## src/rtl/fetch_prefetch_unit.sv

```systemverilog
// Fetch stage: owns the PC, issues single-outstanding word requests to imem and
// buffers responses in a prefetch FIFO toward decode. Optional perf counters: FETCH_PERF_EN.

module fetch_prefetch_unit #(
  parameter int unsigned       DEPTH    = 4,
  parameter int unsigned       ADDR_W   = 64,
  parameter int unsigned       INSTR_W  = 32,
  parameter logic [ADDR_W-1:0] RESET_PC = '0
) (
  input  logic               clk,
  input  logic               reset,
  output logic               imem_req,
  output logic [ADDR_W-1:0]  imem_addr,
  input  logic               imem_gnt,
  input  logic               imem_rvalid,
  input  logic [INSTR_W-1:0] imem_rdata,
  output logic               instr_valid,
  output logic [INSTR_W-1:0] instr,
  output logic [ADDR_W-1:0]  instr_pc,
  input  logic               instr_ready,
  input  logic               redirect_valid,
  input  logic [ADDR_W-1:0]  redirect_pc,
  input  logic               halt,
  output logic               idle
`ifdef FETCH_PERF_EN
  , output logic [31:0]      perf_fetched
  , output logic [31:0]      perf_starve
`endif
);

  localparam int unsigned    PTR_W     = $clog2(DEPTH);
  localparam int unsigned    CNT_W     = PTR_W + 1;
  localparam logic [CNT_W:0] DEPTH_OCC = (CNT_W+1)'(DEPTH);

  typedef enum logic [1:0] {
    S_INIT  = 2'd0,
    S_FETCH = 2'd1,
    S_HALT  = 2'd2
  } state_e;

  state_e             state_q;
  logic [ADDR_W-1:0]  fetch_pc_q, fetch_pc_d;
  logic               inflight_q, inflight_d;
  logic [ADDR_W-1:0]  inflight_pc_q;
  logic [PTR_W-1:0]   wr_ptr_q, wr_ptr_d;
  logic [PTR_W-1:0]   rd_ptr_q, rd_ptr_d;
  logic [CNT_W-1:0]   count_q, count_d;
  logic [INSTR_W-1:0] fifo_instr_q [DEPTH];
  logic [ADDR_W-1:0]  fifo_pc_q    [DEPTH];

  logic               fifo_empty;
  logic               credit_ok;
  logic               grant;
  logic               push;
  logic               pop;
  logic [CNT_W:0]     occupancy;
  logic [ADDR_W-1:0]  redirect_target;
  logic               redirect_lsb_unused;

  assign redirect_target     = {redirect_pc[ADDR_W-1:2], 2'b00};
  assign redirect_lsb_unused = ^redirect_pc[1:0];

  // Buffered plus in-flight entries may never exceed DEPTH, so a push always finds room.
  assign fifo_empty = (count_q == '0);
  assign occupancy  = {1'b0, count_q} + {{CNT_W{1'b0}}, inflight_q};
  assign credit_ok  = (occupancy < DEPTH_OCC);

  assign imem_req  = (state_q == S_FETCH) && !halt && !redirect_valid && credit_ok;
  assign imem_addr = fetch_pc_q;
  assign grant     = imem_req && imem_gnt;

  // A response counts only while a request is outstanding; a redirect kills it.
  assign push        = imem_rvalid && inflight_q && !redirect_valid;
  assign instr_valid = !fifo_empty && !redirect_valid;
  assign pop         = instr_valid && instr_ready;
  assign instr       = fifo_empty ? '0 : fifo_instr_q[rd_ptr_q];
  assign instr_pc    = fifo_empty ? '0 : fifo_pc_q[rd_ptr_q];
  assign idle        = (state_q == S_HALT);

  always_comb begin
    // NOTE: every output of this block gets a default first, so no path can infer a latch.
    fetch_pc_d = fetch_pc_q;
    inflight_d = inflight_q;
    wr_ptr_d   = wr_ptr_q;
    rd_ptr_d   = rd_ptr_q;
    count_d    = count_q;
    if (redirect_valid) begin
      fetch_pc_d = redirect_target;
      inflight_d = 1'b0;
      wr_ptr_d   = '0;
      rd_ptr_d   = '0;
      count_d    = '0;
    end else begin
      if (grant) begin
        fetch_pc_d = fetch_pc_q + ADDR_W'(4);
        inflight_d = 1'b1;
      end else if (imem_rvalid) begin
        inflight_d = 1'b0;
      end
      if (push) wr_ptr_d = wr_ptr_q + PTR_W'(1);
      if (pop)  rd_ptr_d = rd_ptr_q + PTR_W'(1);
      count_d = count_q + CNT_W'(push) - CNT_W'(pop);
    end
  end

  // NOTE: sequential state is assigned with <= so every register samples pre-edge values.
  always_ff @(posedge clk) begin
    if (reset) begin
      fetch_pc_q    <= RESET_PC;
      inflight_q    <= 1'b0;
      inflight_pc_q <= '0;
      wr_ptr_q      <= '0;
      rd_ptr_q      <= '0;
      count_q       <= '0;
    end else begin
      fetch_pc_q <= fetch_pc_d;
      inflight_q <= inflight_d;
      wr_ptr_q   <= wr_ptr_d;
      rd_ptr_q   <= rd_ptr_d;
      count_q    <= count_d;
      if (grant) inflight_pc_q <= fetch_pc_q;
    end
  end

  always_ff @(posedge clk) begin
    if (reset) begin
      state_q <= S_INIT;
    end else begin
      unique case (state_q)
        S_INIT:  state_q <= S_FETCH;
        S_FETCH: if (halt && !inflight_q) state_q <= S_HALT;
        S_HALT:  if (!halt) state_q <= S_FETCH;
        default: state_q <= S_INIT;
      endcase
    end
  end

  // NOTE: FIFO storage has no reset; count_q alone decides validity and outputs are gated on empty.
  always_ff @(posedge clk) begin
    if (push) begin
      fifo_instr_q[wr_ptr_q] <= imem_rdata;
      fifo_pc_q[wr_ptr_q]    <= inflight_pc_q;
    end
  end

`ifdef FETCH_PERF_EN
  logic [31:0] perf_fetched_q;
  logic [31:0] perf_starve_q;
  logic        starve;

  assign starve = (state_q == S_FETCH) && fifo_empty && instr_ready;

  // Saturating counters; redirects deliberately leave them alone.
  always_ff @(posedge clk) begin
    if (reset) begin
      perf_fetched_q <= '0;
      perf_starve_q  <= '0;
    end else begin
      if (pop && (perf_fetched_q != '1))   perf_fetched_q <= perf_fetched_q + 32'd1;
      if (starve && (perf_starve_q != '1)) perf_starve_q  <= perf_starve_q + 32'd1;
    end
  end

  assign perf_fetched = perf_fetched_q;
  assign perf_starve  = perf_starve_q;
`endif

endmodule

```

## config.mk

```make
export PLATFORM = sky130hd
export DESIGN_NAME = fetch_prefetch_unit
export DESIGN_NICKNAME = d
export VERILOG_FILES = /design/src/rtl/fetch_prefetch_unit.sv
export SDC_FILE = /design/constraint.sdc
export NUM_CORES = 1
export LEC_CHECK = 0
export BUFFER_PORTS_ARGS = -buffer_cell sky130_fd_sc_hd__buf_2
export CAP_MARGIN = 20
export CORE_UTILIZATION = 35
export DETAILED_ROUTE_END_ITERATION = 10
export MAX_ROUTING_LAYER = met4
export RECOVER_POWER = 25
export SLEW_MARGIN = 20
export SYNTH_ARGS = -nofsm -noshare
export SYNTH_HDL_FRONTEND = slang
export SYNTH_SLANG_ARGS = --single-unit
```

## constraint.sdc

```tcl
create_clock -name clk -period 8.05 [get_ports clk]
set_clock_uncertainty 0.1 [all_clocks]
set_input_delay 1.61 -clock clk [delete_from_list [all_inputs] [get_ports clk]]
set_output_delay 1.61 -clock clk [all_outputs]
set_load 0.02 [all_outputs]
```

==> summary.txt <==
fraction of layout cells with a size suffix above 1 = 0.2731
vias in the first global route = 13140
Final HPWL DP = 33800 um
Final Hold Vio Count = 0
Netlist Area Pre-Place = 20610 um2
VDD IR max = 0.0001382 V
Worst Tran Pin Value = 1.070 ns
Arr. time, crit path = 3.20 ns
P per Cell Area = 221.7 nW/um2
fin crit period = 4.907 ns
Total GRT Usage = 0.1906
max frequency = 203.8 MHz
chip height = 244.6 um
EDFF count, synth = 376
DR WL/cell = 22.58 um
Final ANT Viol Nets = 0
placer congestion estimate = 0.8099
Seq/Total Area, Yosys = 0.6800
outcome = complete, no violations
top_reg_cell synth = edfxtp_1
#FFs+latches synth = 512
Die X = 244.6 um
ys async rst share = 0
Yosys warning total = 0
fillers = 5423
final setup vio count = 0
largest net degree at the start of global routing = 68
Post-CTS Setup Inserts = 0
CTS resizes = 0
IO Count = 266
Post-CTS Hold Buffers = 0
vias = 13150
Leak = 8.267 nW
Worst-Skew Late Latency = 0.59 ns
drc violations = 0
most numerous cell in the Yosys netlist = edfxtp_1
Synth top cells by count = 376 x edfxtp_1, 172 x nand2_1, 136 x dfxtp_1, 107 x a21oi_1, 95 x nor2b_1
Vias per Instance = 5.284
# rows = 88
Max-Cap Viols = 0
Slew HR = 0.2864
final setup TNS = 0 ns
main area contributors after synthesis = edfxtp_1 55%, dfxtp_1 13%, mux4_2 10%
drt total wl = 56190 um
Port Buffer Count = 259
number of antenna violations at the first check in global routing = 4
Finished Layout Cells = 2489
CP required = 6.34 ns
placed cells = 2388
min-delay worst type = reg -> reg
crit path launch type = flop
fin nets = 1790
Setup crit end kind = output pin
TritonCTS clock tree = yes
clock sink total = 512
Avg Cell Area, Syn = 14.36 um2
core region area = 57920 um2
TritonCTS Buffers = 53
first-pass GRT wire length = 82590 um
H-Tree Depth = 2
post-synthesis cell count = 1435
initial DRC count = 1085
first-pass detailed-route iteration total = 6
synth unique cells = 60
Worst-path clk slew = 0.06 ns
Pwr Total = 5.391 mW
top-area cell type share of the netlist area = 0.5479
Tcrit/Tclk final = 0.6096
CTS Buffer Depth = 3
synthesis-to-layout area growth = 18.02%
Max Transition Viols Final = 0
GRT overflow = 0
DIE AREA = 59850 um2
Max FO, Critical Path = 39
CP Class = reg -> out
Initial Util = 0.3558
RSZ-0062 raised after global routing = false
area leader, netlist = edfxtp_1
Root Buffer = clkbuf_16
==> placed cells by master (no fill, tap or decap), types with 53 or more instances in the layout <==
cell | synthesis | layout
buf_2 | 12 | 254
clkbuf_16 | 0 | 53
nor2b_1 | 95 | 95
nor2_1 | 54 | 54
a21oi_1 | 107 | 106
edfxtp_1 | 376 | 376
nand2_1 | 172 | 171
mux4_2 | 94 | 94
dfxtp_1 | 136 | 134
==> area by class of cell <==
cell class,instances,area (um2),share of cell area
diodes,3,7.507,0.0003087
clock buffers,76,1463,0.06014
clock inverters,22,188.9,0.007768
inverters,14,52.55,0.002161
multi-input cells,819,6195,0.2547
flip-flops and latches,512,14020,0.5765
well taps,765,957.2,0.03936
repair buffers,278,1436,0.05906
==> stage by stage <==
| step | hold slack (ns) | util | cell area [um2] | worst slack [ns] |
|---|---|---|---|---|
| 2_1_floorplan | 0.3600 | - | 20620 | 3.107 |
| 3_3_place_gp | 0.3692 | 0.3914 | 22670 | 3.553 |
| 3_5_place_dp | 0.3874 | 0.3914 | 22670 | 3.538 |
| 4_1_cts | 0.3955 | 0.4199 | 24320 | 2.997 |
| 5_1_grt | 0.4168 | 0.4199 | 24320 | 2.871 |
| 6_report | 0.3945 | 0.4199 | 24320 | 3.143 |
==> state kept, by name, summed over array words and instances, names as in the netlist, named ones only <==
name           flops
count_q            3
fifo_instr_q     128
fifo_pc_q        248
imem_addr         62
inflight_pc_q     62
inflight_q         1
rd_ptr_q           2
state_q            2
wr_ptr_q           2
==> where the power goes <==
part           switching (mW)  internal [mW]
clock network            1.01           1.33
logic                   0.116         0.0595
registers              0.0438           2.83
total                    1.17           4.22
==> layer usage <==
| layer | vias to the layer above | global-route usage | part of all wire |
|---|---|---|---|
| li1 | 5929 | - | - |
| met1 | 6695 | 0.2625 | 0.45 |
| met2 | 447 | 0.2885 | 0.46 |
| met3 | 82 | 0.03663 | 0.068 |
| met4 | 0 | 0.05055 | 0.020 |
| met5 | - | - | 0 |
==> critical path, cell delays in order, from the launching register on <==
cell and delay, ns:
dfxtp_4 0.73, buf_4 0.79, mux4_2 0.61, nor2b_1 0.18
buf_2 0.23
==> final timing paths <==
kind	from	to	slack [ns]	depth (start not counted)
max	flop	instr_pc[18]	3.14	4
min	inflight_pc_q[27]	inflight_pc_q[27]	0.39	2
max reg2reg	imem_addr[20]	imem_addr[60]	4.64	7
min reg2reg	inflight_pc_q[27]	inflight_pc_q[27]	0.39	2
==> logic make-up (layout without fill, tap and decap cells) <==
logic type / count (synthesis) / after routing / synth area share
buffers and inverters: 107 / 390 / 0.02131
DFF: 512 / 512 / 0.6800
other: 1 / 7 / 0.0001820
muxes: 96 / 96 / 0.1038
adders and majority gates: 9 / 9 / 0.005829
xor gates and xnor gates: 25 / 25 / 0.01063
and+or+nand+nor: 469 / 469 / 0.1171
AOI/OAI and AO/OA: 216 / 216 / 0.06120
No activity file was read; power rests on OpenSTA's default activity.
